[src/rtl/alu_wide_sequencer.sv]
// Multi-word ALU sequencer: drives a 32-bit combinational ALU one word per cycle,
// LSW first, chaining the carry and assembling a 32*WORDS-bit result.
//
// state  | meaning
// IDLE   | waiting for start
// RUN    | issuing word idx_q to the ALU, busy high
// DONE   | one-cycle done pulse, result/err/carry_out valid
module alu_wide_sequencer #(
    parameter int WORDS = 2
) (
    input  logic                clk,
    input  logic                rst,
    input  logic                start,
    input  logic [5:0]          funct,
    input  logic [32*WORDS-1:0] op_a,
    input  logic [32*WORDS-1:0] op_b,
    output logic                busy,
    output logic                done,
    output logic                err,
    output logic [32*WORDS-1:0] result,
    output logic                carry_out,
    output logic [5:0]          alu_ctl,
    output logic [31:0]         alu_a,
    output logic [31:0]         alu_b,
    output logic                alu_cin,
    input  logic [31:0]         alu_result,
    input  logic                alu_carry
);

    localparam int W    = 32 * WORDS;
    localparam int IDXW = (WORDS > 1) ? $clog2(WORDS) : 1;
    localparam logic [IDXW-1:0] IDX_LAST = IDXW'(WORDS - 1);

    localparam logic [5:0] F_ADD = 6'd32;
    localparam logic [5:0] F_SUB = 6'd34;
    localparam logic [5:0] F_AND = 6'd36;
    localparam logic [5:0] F_OR  = 6'd37;
    localparam logic [5:0] F_SLT = 6'd42;

    typedef enum logic [1:0] {
        S_IDLE = 2'd0,
        S_RUN  = 2'd1,
        S_DONE = 2'd2
    } state_t;

    state_t          state_q;
    logic [5:0]      funct_q;
    logic [W-1:0]    opa_sh_q;
    logic [W-1:0]    opb_sh_q;
    logic [IDXW-1:0] idx_q;
    logic [W-1:0]    result_q;
    logic            carry_out_q;
    logic            err_q;
    logic            busy_q;
    logic            done_q;
    logic [5:0]      alu_ctl_q;
    logic [31:0]     alu_a_q;
    logic [31:0]     alu_b_q;
    logic            alu_cin_q;

    logic            accept;
    logic            supported;
    logic            last_word;
    logic            chained;
    logic            arith_carry;
    logic [W-1:0]    result_d;

    always_comb begin
        accept      = start && (state_q != S_RUN);
        supported   = (funct == F_ADD) || (funct == F_SUB) || (funct == F_AND) ||
                      (funct == F_OR)  || (funct == F_SLT);
        last_word   = (idx_q == IDX_LAST);
        chained     = (funct_q == F_ADD) || (funct_q == F_SUB) || (funct_q == F_SLT);
        arith_carry = (funct_q == F_ADD) || (funct_q == F_SUB);
        result_d    = result_q;
        result_d[{idx_q, 5'b00000} +: 32] = alu_result;
    end

    // alu_cin_q doubles as the inter-word carry register; operands shift down one word per issue.
    always_ff @(posedge clk or posedge rst) begin
        if (rst) begin
            state_q     <= S_IDLE;
            funct_q     <= '0;
            opa_sh_q    <= '0;
            opb_sh_q    <= '0;
            idx_q       <= '0;
            result_q    <= '0;
            carry_out_q <= 1'b0;
            err_q       <= 1'b0;
            busy_q      <= 1'b0;
            done_q      <= 1'b0;
            alu_ctl_q   <= '0;
            alu_a_q     <= '0;
            alu_b_q     <= '0;
            alu_cin_q   <= 1'b0;
        end else if (accept) begin
            funct_q     <= funct;
            opa_sh_q    <= op_a >> 32;
            opb_sh_q    <= op_b >> 32;
            idx_q       <= '0;
            result_q    <= '0;
            carry_out_q <= 1'b0;
            if (supported) begin
                state_q   <= S_RUN;
                busy_q    <= 1'b1;
                done_q    <= 1'b0;
                err_q     <= 1'b0;
                alu_ctl_q <= (funct == F_SLT) ? F_SUB : funct;
                alu_a_q   <= op_a[31:0];
                alu_b_q   <= op_b[31:0];
                alu_cin_q <= (funct == F_SUB) || (funct == F_SLT);
            end else begin
                state_q   <= S_DONE;
                busy_q    <= 1'b0;
                done_q    <= 1'b1;
                err_q     <= 1'b1;
                alu_ctl_q <= '0;
                alu_a_q   <= '0;
                alu_b_q   <= '0;
                alu_cin_q <= 1'b0;
            end
        end else begin
            case (state_q)
                S_RUN: begin
                    result_q <= result_d;
                    idx_q    <= idx_q + IDXW'(1);
                    if (last_word) begin
                        state_q     <= S_DONE;
                        busy_q      <= 1'b0;
                        done_q      <= 1'b1;
                        carry_out_q <= arith_carry && alu_carry;
                        alu_ctl_q   <= '0;
                        alu_a_q     <= '0;
                        alu_b_q     <= '0;
                        alu_cin_q   <= 1'b0;
                        // slt keeps only the sign of the top-word difference
                        if (funct_q == F_SLT) begin
                            result_q <= {{(W-1){1'b0}}, alu_result[31]};
                        end
                    end else begin
                        alu_a_q   <= opa_sh_q[31:0];
                        alu_b_q   <= opb_sh_q[31:0];
                        opa_sh_q  <= opa_sh_q >> 32;
                        opb_sh_q  <= opb_sh_q >> 32;
                        alu_cin_q <= chained && alu_carry;
                    end
                end
                S_DONE: begin
                    state_q <= S_IDLE;
                    done_q  <= 1'b0;
                end
                default: begin
                    state_q <= S_IDLE;
                end
            endcase
        end
    end

    assign busy      = busy_q;
    assign done      = done_q;
    assign err       = err_q;
    assign result    = result_q;
    assign carry_out = carry_out_q;
    assign alu_ctl   = alu_ctl_q;
    assign alu_a     = alu_a_q;
    assign alu_b     = alu_b_q;
    assign alu_cin   = alu_cin_q;

endmodule
[config.mk]
export PLATFORM = sky130hd
export DESIGN_NAME = alu_wide_sequencer
export DESIGN_NICKNAME = d
export VERILOG_FILES = /design/src/rtl/alu_wide_sequencer.sv
export SDC_FILE = /design/constraint.sdc
export NUM_CORES = 1
export LEC_CHECK = 0
export BUFFER_PORTS_ARGS = -buffer_cell sky130_fd_sc_hd__buf_2
export CORE_UTILIZATION = 45
export DETAILED_ROUTE_END_ITERATION = 16
export PLACE_DENSITY = 0.76
export SETUP_SLACK_MARGIN = 0.3
export SLEW_MARGIN = 15
export SYNTH_ARGS = -nofsm -noshare
export SYNTH_HDL_FRONTEND = slang
export SYNTH_SLANG_ARGS = --single-unit
[constraint.sdc]
create_clock -name clk -period 6.6 [get_ports clk]
set_clock_uncertainty 0.05 [all_clocks]
set_input_delay 1.32 -clock clk [delete_from_list [all_inputs] [get_ports clk]]
set_output_delay 1.32 -clock clk [all_outputs]
set_load 0.02 [all_outputs]
Word level (Yosys, flattened, before mapping)
Cells that the tools add are included.
- flip-flop bits (word level): 276
- bits of input ports: 170
- output and inout port bits: 139
- word-level logic and storage cells: 92
- add/subtract/negate cells: 2
- equality and inequality tests: 13
- shift operators: 2
- multiplexer cells: 45
- reductions and logical operators: 16
- operators by type and width (operator ; count):
    $mux W64 ; 10
    $mux W32 ; 8
    $bwmux W64 ; 1
    $shift A32 B8 Y64 const A ; 1
    $shiftx A32 B8 Y64 ; 1
    $eq A6 B6 Y1 const B ; 8
    $mux W6 ; 5
    $mux W1 ; 16
    $mux W2 ; 4
    $neg A6 Y8 ; 1
    $logic_or A1 B1 Y1 ; 7
    $reduce_and A2 Y1 ; 3
    $ne A2 B1 Y1 const B ; 2
    $reduce_bool A2 Y1 ; 2
    $logic_and A1 B1 Y1 ; 3
    $ne A3 B3 Y1 const B ; 1
    $reduce_bool A3 Y1 ; 1
    $eq A2 B1 Y1 const B ; 1
    $eq A2 B2 Y1 const B ; 1
    $pmux W1 S2 ; 1
    $add A1 B1 Y1 const B ; 1

Depth between registers and ports, before layout
Gate-level depths: netlist of the first run.
- depth after elaboration: 7
- mapped depth: 6
- mapped depth without buffers: 4

Worst setup path after synthesis of the first run
No wires, ideal clock.
- path type: input to register
- start point: input funct[2]
- end point: register alu_a_q[0], in the netlist alu_a[0]
- library setup time: 0.137 ns
- arrival: 2.199 ns
- data required time: 6.413 ns
- slack: 4.214 ns
- cell stages on the path: 6
- path buffers: 2
- cell sequence: nor2b_1 -> o221a_2 -> buf_4 -> buf_6 -> a31oi_1 -> a21oi_1
- word-level cells in the longest chain between the ends: 7
- elaborated cells between the ends (all ways): 11
- those cells by class: eq/ne: 5; mux: 2; reduce/logical: 4
- ends and longest elaborated chain (what ; line ; RTL):
    from (decl) ; 14 ; input logic [5:0] funct,
    $eq A6 B6 Y1 ; 70 ; supported = (funct == F_ADD) || (funct == F_SUB) || (funct == F_AND) ||
    $logic_or A1 B1 Y1 (3 in series) ; 70 ;
    $logic_or A1 B1 Y1 * ; 71 ; (funct == F_OR) || (funct == F_SLT);
    $mux W32 * ; 103 ; if (supported) begin
    $mux W32 * ; 96 ; end else if (accept) begin
    to (signal assigned) ; 109 ; alu_a_q <= op_a[31:0];
    to (signal assigned) ; 141 ; alu_a_q <= opa_sh_q[31:0];
    to (decl) ; 57 ; logic [31:0] alu_a_q;
Every way passes the cells marked *; elsewhere a longest branch is shown, timed or not.
A chain may end at the register's enable or synchronous reset.

Worst setup path after layout of the first run
- start point: input start
- end point: register opb_sh_q[13]
- word-level cells in the longest chain between the ends: 3
- elaborated cells between the ends (all ways): 5
- those cells by class: eq/ne: 1; mux: 1; reduce/logical: 3
- ends and longest elaborated chain (what ; line ; RTL):
    from (decl) ; 13 ; input logic start,
    $logic_and A1 B1 Y1 * ; 69 ; accept = start && (state_q != S_RUN);
    $ne A2 B1 Y1 (no line) / $reduce_bool A2 Y1 (equally long branches) ; -- ;
    $reduce_and A2 Y1 (no line) ; -- ;
    to (signal assigned) ; 99 ; opb_sh_q <= op_b >> 32;
    to (signal assigned) ; 144 ; opb_sh_q <= opb_sh_q >> 32;
    to (decl) ; 49 ; logic [W-1:0] opb_sh_q;
Marked as above.

==> results of run 1 <==
## registers in the layout (all words and copies together), names as in the netlist
| name | count |
|---|---|
| result | 64 |
| alu_a | 32 |
| alu_b | 32 |
| opa_sh_q | 32 |
| opb_sh_q | 32 |
| alu_ctl | 6 |
| funct_q | 6 |
| state_q | 2 |
| alu_cin | 1 |
| busy | 1 |
| carry_out | 1 |
| done | 1 |
| err | 1 |
| idx_q | 1 |
## cell usage in the layout, fill, tap and decap left out, types with 2 or more instances in the layout
master / instances
buf_4: 11
bufinv_16: 4
a21o_1: 2
a31oi_1: 66
clkbuf_1: 4
clkinvlp_4: 2
a21oi_1: 131
nor2b_1: 66
nand2_1: 18
a22o_1: 95
and2_1: 2
inv_1: 3
clkbuf_16: 23
clkbuf_8: 4
diode_2: 3
o21ai_0: 3
a32o_1: 34
dfrtp_1: 212
nor3_1: 2
nor2_2: 2
buf_2: 307
o31ai_1: 2
or2_2: 2
nor2_1: 4
## per-stage QoR
step	area, sq um	setup WS (ns)	std cells
after CTS	11100	3.82	1281
after floorplan	8730	2.47	739
final	11100	3.82	1284
after detailed placement	10300	3.32	1244
after global routing	11100	3.69	1283
after global placement	10300	3.37	1244
## power by group
| group | leakage, nW | internal (mW) | switching (mW) |
|---|---|---|---|
| sequential | 2.80 | 1.40 | 0.0579 |
| combinational | 2.55 | 0.163 | 0.247 |
| clock | 0.378 | 0.834 | 0.497 |
| total | 5.72 | 2.39 | 0.801 |
## metal layers
| metal | vias to the layer above | part of all wire [%] | global-route usage, % |
|---|---|---|---|
| li1 | 3318 | - | - |
| met1 | 3453 | 40 | 30.6 |
| met2 | 320 | 47 | 38.3 |
| met3 | 66 | 9.1 | 7.34 |
| met4 | 6 | 3.1 | 8.81 |
| met5 | - | 0.16 | 0 |
## how the worst max path moves through the flow
stage | endpoint | slack (ns) | cells after the start
global placement | opb_sh_q[11] | 3.37 | 4
floorplan | alu_a[0] | 2.47 | 1
CTS | opb_sh_q[29] | 3.82 | 4
global route | opb_sh_q[29] | 3.69 | 4
finish | opb_sh_q[13] | 3.82 | 4
detailed placement | opa_sh_q[2] | 3.32 | 4
## worst reg2reg max path: stages, from the launching register on
cell and delay [ns]:
dfrtp_1 0.42, nand2b_4 0.44, buf_4 0.81, nand2_1 0.36
nand2_1 0.13, o21ai_0 0.08
## layout make-up
| type | instances | share of cell area, % |
|---|---|---|
| clock buffer | 31 | 5.81 |
| timing repair buffer | 319 | 14.7 |
| tap | 260 | 2.93 |
| inverter | 5 | 0.203 |
| sequential | 212 | 47.7 |
| clock inverter | 6 | 1.19 |
| antenna | 3 | 0.0675 |
| multi-input combinational | 448 | 27.3 |
## cell families after synthesis
group | Yosys count
buffers and inverters | 79
DFF | 212
muxes | 2
and+or+nand+nor | 108
AOI/OAI and AO/OA | 338
==> parameters.txt, run 1 <==
Parameter                              Value

Outcome
  Outcome ... completed

Die
  Num ports ... between 300 and 400
  Die Footprint ... 19900 sq um
  Die Y-Extent ... 141 um
  Horizontal die dimension ... roughly 140 um
  Starting density of the core ... a little under half
  Core footprint ... ~19000 sq um
  Floorplan row count ... 50

Critical path
  Path depth of the worst reg2reg path ... 5
  Crit Path Category ... in -> reg
  Largest stage delay, worst path ... ~0.57 ns
  Critical-path top delay cell ... buf_4
  Library cell appearing most often on the critical path ... buf_4
  Source of the worst register-to-register timing path ... state_q[0]
  Cell chain of the critical path ... buf_4, and2_2, buf_4, a22o_1
  Startpoint of the worst setup timing path ... start
  Arrival time of the worst setup path ... around 3.2 ns
  Data required time at the worst endpoint ... roughly 7.0 ns
  Count of buffering cells on the critical path with inverters included ... 2
  RR Endpoint ... funct_q[3]
  Element type at the critical path end ... flop
  Slack of the worst reg-to-reg path ... approximately 4.2 ns
  Crit path max-delay family ... buffers and inverters
  Worst Path Max Fanout ... 56
  CP startpoint kind ... input port

STA
  Clock period minus final worst setup slack ... about 2.8 ns
  Setup repair after global routing missed its margin ... no
  Top achievable clock speed ... approximately 360 MHz
  Count of final setup violators ... 0
  Max transition margin ... around a third
  Part of the cycle the worst path needs ... a little over two fifths
  Actual slew at the worst max-slew pin ... 0.974 ns
  Setup TNS Final ... 0 ns
  Final count of hold timing violations ... 0
  Pins Over Slew Limit ... 0
  Fin Hold WS ... ~0.43 ns

Pwr
  Worst ir drop on vdd ... about 0.19 mV
  Overall power of the completed layout ... between 3 and 4 mW
  Power density over the cells ... approximately 290 nW/um^2
  Static Leak ... between 5 and 6 nW

Clock tree
  Clock tree from TritonCTS ... done
  CTS-repair resized insts ... 0
  Clk pin slew, worst setup/hold paths ... 0.06 ns
  Number of sinks on the clock net ... roughly 210
  Number of buffers created by CTS ... 22
  Count of H-tree levels built during CTS ... 1
  Maximum root-to-sink buffer count ... 3
  CTS root buffer ... clkbuf_16
  Worst skew pair latency ... ~0.50 ns
  Buffer count from post-CTS setup fixing ... 0
  CTS Hold Buffers Added ... 0

Routing
  Final wirelength ... about 24 mm
  Violation count after the first detailed-route iteration ... around 410
  Final routed wire length divided by cell count ... between 15 and 20 um
  Vias per inst ... about 5.6
  Routed Antenna Nets ... 0
  First drt pass iteration count ... 4
  Drc violations ... 0
  Via count of the routed design ... slightly above 7k

Placed design
  Placer's final routability congestion estimate ... about 0.8
  Number of I/O port buffers ... a little over 300
  HPWL after detailed placement ... 15.2 mm

Yosys
  Syn avg cell area ... between 10 and 15 sq um
  Sequential-to-total area share from yosys stat ... ~61%
  Basic-gate share of the synthesized area counting and, or, nand and nor cells ... roughly 7.4%
  Combinational family with the most area after synthesis ... compound AO/OA/AOI/OAI gates
  Share of async-settable or async-resettable flops after synthesis ... 100%
  Primary FF master, synth ... dfrtp_1
  Total number of yosys warnings ... 0
  Number of instances in the synthesized netlist ... 739
  Number of synthesized register bits ... roughly 210
  Number of enable flip-flop cells after synthesis ... 0
  Distinct cell type count of the synthesized netlist ... 37
  Most common library cells after synthesis ... dfrtp_1, a21oi_1, a22o_1, a31oi_1, nor2b_1
  Most numerous cell in the Yosys netlist ... dfrtp_1
  Mux contribution to synthesized area ... less than 1%
  Xor-xnor portion of the synthesized cell area ... 0%
  Post-synth top area share ... 60.8%
  Syn nets ... around 910
  Post-synthesis compound-gate area fraction ... a little over a quarter
  Cell area after synthesis ... 8720 sq um
  Share of synthesized cell area in full adder, half adder and majority cells ... 0%
  Synth area leader ... dfrtp_1
  Leading post-synthesis cells by cell area ... dfrtp_1, a22o_1, a21oi_1, a31oi_1, nor2b_1

Layout
  Final core occ ... between 50% and 60%
  Share of layout cells above drive strength 1 ... a little over a third
  Area used by sequential logic in the layout ... roughly 5300 sq um
  Post-layout nets ... about 1.2k
  Synth-to-Final Area Change ... 27.4%
  Filler instances ... 1553
  Area of combinational cells with multiple inputs ... 3040 sq um

Global routing
  Remaining global-route overflow ... 0
  Global-route wire length before repair ... ~38 mm
  Initial antenna violation count ... 7
  Maximum number of pins on one net before global-route repair ... 146
  All-layer global routing usage ... a little under a quarter
  Number of global-route vias before repair ... roughly 7k

Hold path
  Capture endpoint of the worst hold path ... busy
  Min-Delay Startpoint ... busy
  Number of stages on the worst hold path ... 1
  Classification of the worst-slack hold path ... reg -> reg

Job
  Reported max-cap violation count ... 0
Power figures use the tool's default switching activity.
==> run 2: changes to the inputs <==
--- a/config.mk
+++ b/config.mk
@@ -5,10 +5,11 @@
 export SDC_FILE = /design/constraint.sdc
 export NUM_CORES = 1
 export LEC_CHECK = 0
+export ABC_AREA = 1
 export BUFFER_PORTS_ARGS = -buffer_cell sky130_fd_sc_hd__buf_2
 export CORE_UTILIZATION = 45
 export DETAILED_ROUTE_END_ITERATION = 16
-export PLACE_DENSITY = 0.76
+export PLACE_DENSITY = 0.75
 export SETUP_SLACK_MARGIN = 0.3
 export SLEW_MARGIN = 15
 export SYNTH_ARGS = -nofsm -noshare
==> constraint.sdc (replaced) <==
create_clock -name clk -period 2.46 [get_ports clk]
set_clock_uncertainty 0.05 [all_clocks]
set_input_delay 0.492 -clock clk [delete_from_list [all_inputs] [get_ports clk]]
set_output_delay 0.492 -clock clk [all_outputs]
set_load 0.02 [all_outputs]
==> parameters.txt, run 2 <==
Parameter                              Value

Outcome
  Outcome ... completed

Critical path
  Arrival time of the worst setup path ... 2.31 ns (-0.84 ns)
  Cell chain of the critical path ... inv_2, nor2_2, inv_2, buf_4, o21ai_0, nand2_1, nand2_1
  Path depth of the worst reg2reg path ... 7 (+2)
  CP startpoint kind ... flop
  Largest stage delay, worst path ... 0.51 ns (-0.06 ns)
  Crit Path Category ... reg -> reg
  Element type at the critical path end ... flop
  Crit path max-delay family ... simple AND/OR/NAND/NOR gates
  Count of buffering cells on the critical path with inverters included ... 3 (+1)
  Slack of the worst reg-to-reg path ... 0.54 ns (-3.65 ns)
  Critical-path top delay cell ... nor2_2
  RR Endpoint ... result[51]
  Worst Path Max Fanout ... 25 (-55%)
  Source of the worst register-to-register timing path ... idx_q
  Data required time at the worst endpoint ... 2.85 ns (-4.13 ns)

Global routing
  Remaining global-route overflow ... 0 (unchanged)
  Initial antenna violation count ... 2 (-5)
  Number of global-route vias before repair ... 8799 (+24%)
  All-layer global routing usage ... 24.9% (+1.0 points)
  Maximum number of pins on one net before global-route repair ... 119 (-18%)
  Global-route wire length before repair ... 44.0 mm (+17%)

Yosys
  Sequential-to-total area share from yosys stat ... 55.7% (-5.1 points)
  Synth area leader ... dfrtp_1
  Primary FF master, synth ... dfrtp_1
  Leading post-synthesis cells by cell area ... dfrtp_1, nand2_1, o21ai_1, inv_1, nand3_1
  Most common library cells after synthesis ... nand2_1, dfrtp_1, inv_1, o21ai_1, nand3_1
  Distinct cell type count of the synthesized netlist ... 21 (-43%)
  Syn nets ... 1357 (+49%)
  Number of synthesized register bits ... 212 (unchanged)
  Most numerous cell in the Yosys netlist ... nand2_1
  Number of enable flip-flop cells after synthesis ... 0 (unchanged)
  Syn avg cell area ... 8.03 sq um (-32%)
  Post-synth top area share ... 55.7% (-5.1 points)
  Cell area after synthesis ... 9530 sq um (+9.2%)
  Total number of yosys warnings ... 0 (unchanged)
  Number of instances in the synthesized netlist ... 1187 (+61%)
  Share of async-settable or async-resettable flops after synthesis ... 100% (unchanged)

Clock tree
  CTS-repair resized insts ... 0 (unchanged)
  CTS root buffer ... clkbuf_16
  Worst skew pair latency ... 0.51 ns (about the same)
  Number of buffers created by CTS ... 24 (+9.1%)
  Clock tree from TritonCTS ... done
  Buffer count from post-CTS setup fixing ... 0 (unchanged)
  Number of sinks on the clock net ... 212 (unchanged)
  Count of H-tree levels built during CTS ... 1 (unchanged)
  Clk pin slew, worst setup/hold paths ... 0.06 ns (about the same)
  Maximum root-to-sink buffer count ... 3 (unchanged)

Layout
  Final Instance Area ... 12100 sq um (+8.8%)
  Max reg flops ... 64 (unchanged)
  Share of layout cells above drive strength 1 ... 25.6% (-11 points)
  Post-layout nets ... 1640 (+39%)
  Final core occ ... 59.0% (about the same)
  Commonest non-fill, non-tap cell in the layout ... nand2_1
  Synth-to-Final Area Change ... 26.9%
  Commonest cells after routing, fill and taps aside ... nand2_1, buf_2, dfrtp_1, inv_1, o21ai_1

STA
  Final count of hold timing violations ... 0 (unchanged)
  Actual slew at the worst max-slew pin ... 0.556 ns (-0.418 ns)
  Count of final setup violators ... 0 (unchanged)
  Setup TNS Final ... 0 ns (unchanged)
  Top achievable clock speed ... roughly 520 MHz
  Setup repair after global routing missed its margin ... no
  Part of the cycle the worst path needs ... around four fifths
  Clock period minus final worst setup slack ... about 1.9 ns
  Pins Over Slew Limit ... 0 (unchanged)
  Max transition margin ... 62.9% (+28 points)

Routing
  Uppermost routed layer ... met5
  WL met1 ... 11.1 mm (+14%)
  Final wirelength ... 26.8 mm (+11%)
  Routed Antenna Nets ... 0 (unchanged)
  First drt pass iteration count ... 5 (+1)
  Drc violations ... 0 (unchanged)
  Via count of the routed design ... 8816 (+23%)
  Final routed wire length divided by cell count ... 15.2 um (-19%)
  Met3 routed WL ... 2.27 mm (+3.7%)
  Vias per inst ... 5.02 (-10%)
  Violation count after the first detailed-route iteration ... 445 (+9.9%)
  Sum of met2 wire segment lengths after detailed routing ... 12.8 mm (+12%)

Pwr
  Net Sw Frac ... 26.6% (+1.5 points)
  Part of the total power dissipated in combinational logic ... 13.1% (+0.3 points)
  Static Leak ... 6.94 nW (+21%)
  Power density over the cells ... 700 nW/um^2 (+140%)
  Internal ... 6.21 mW (+160%)
  Worst ir drop on vdd ... 0.553 mV (+190%)
  Sequential cell fraction of total power ... 45.4% (about the same)
  Clock network fraction of total power ... 41.6% (about the same)
  Switch Pwr ... 2.25 mW (+180%)
  Overall power of the completed layout ... 8.47 mW (+170%)

Hold path
  Classification of the worst-slack hold path ... in -> reg
  Min-Delay Startpoint ... op_b[61]
  Number of stages on the worst hold path ... 3 (+2)
  Capture endpoint of the worst hold path ... opb_sh_q[29]

Placed design
  HPWL after detailed placement ... 17.8 mm (+17%)
  Number of I/O port buffers ... 308 (unchanged)
  Placement-stage cell area ... 11300 sq um (+9.5%)
  Placer's final routability congestion estimate ... 0.869 (+11%)

Die
  Die Footprint ... 21800 sq um (+9.1%)
  Core footprint ... 20500 sq um (+8.8%)
  Horizontal die dimension ... 148 um (+4.5%)
  Starting density of the core ... 46.5% (+0.18 points)
  Die Y-Extent ... 148 um (+4.5%)
  Floorplan row count ... 52 (+4.0%)
  Num ports ... 309 (unchanged)

Job
  Reported max-cap violation count ... 0 (unchanged)
==> run 2: area by class of cell <==
class | count | area [sq um]
Clock inverter | 8 | 93.8
Clock buffer | 34 | 679
Timing Repair Buffer | 329 | 1790
Multi-Input combinational cell | 725 | 3220
Fill cell | 1860 | 8400
Inverter | 178 | 676
Tap cell | 270 | 338
Antenna cell | 1 | 2.50
Sequential cell | 212 | 5310
==> run 2: worst min-delay path, stage by stage <==
cell,delay [ns]
buf_2,0.07
nand2_1,0.04
o21ai_0,0.05
==> run 2: kinds of logic (layout without fill, tap and decap cells) <==
logic type	after synthesis	in the layout	share of synthesized area (%)
AND/OR/NAND/NOR	502	502	21.5
AO/OA/AOI/OAI	223	223	12.1
buffers and inverters	250	549	10.8
flip-flops	212	212	55.7
other	0	1	0
==> run 2: power groups by stage <==
stage / Sequential, mW / Combinational, mW / Clock (mW)
after floorplan: 4.02 / 0.539 / 0
after global placement: 3.89 / 1.10 / 0
after detailed placement: 3.90 / 1.11 / 0
after CTS: 3.84 / 1.12 / 3.60
after global routing: 3.87 / 1.24 / 3.72
final: 3.84 / 1.11 / 3.52
==> run 2: layer usage <==
layer | track usage, % | vias to the layer above
li1 | - | 4296
met1 | 32.7 | 4107
met2 | 40.8 | 362
met3 | 6.11 | 49
met4 | 7.78 | 2
met5 | 0 | -
==> run 2: timing repair <==
item | 4_1_cts | 5_1_grt
setup endpoints to repair | 0 | 0
endpoints found under the hold margin | 15 | 0
hold buffers | 1 | 0
==> run 2: metrics by stage <==
stage | hold WS, ns | worst slack (ns) | std cells
floorplan | 0.400 | -0.838 | 1187
global placement | 0.408 | 0.590 | 1713
detailed placement | 0.409 | 0.557 | 1713
CTS | 0.117 | 0.538 | 1756
global route | 0.137 | 0.358 | 1757
finish | 0.136 | 0.541 | 1757
==> run 2: worst max-delay path by stage <==
stage | start | endpoint | slack, ns | cells after the start
after floorplan | rst | alu_a[0] | -0.84 | 1
after global placement | idx_q | result[51] | 0.59 | 7
after detailed placement | funct[4] | alu_b[30] | 0.56 | 7
after CTS | idx_q | result[51] | 0.54 | 7
after global routing | idx_q | result[51] | 0.36 | 7
final | idx_q | result[51] | 0.54 | 7
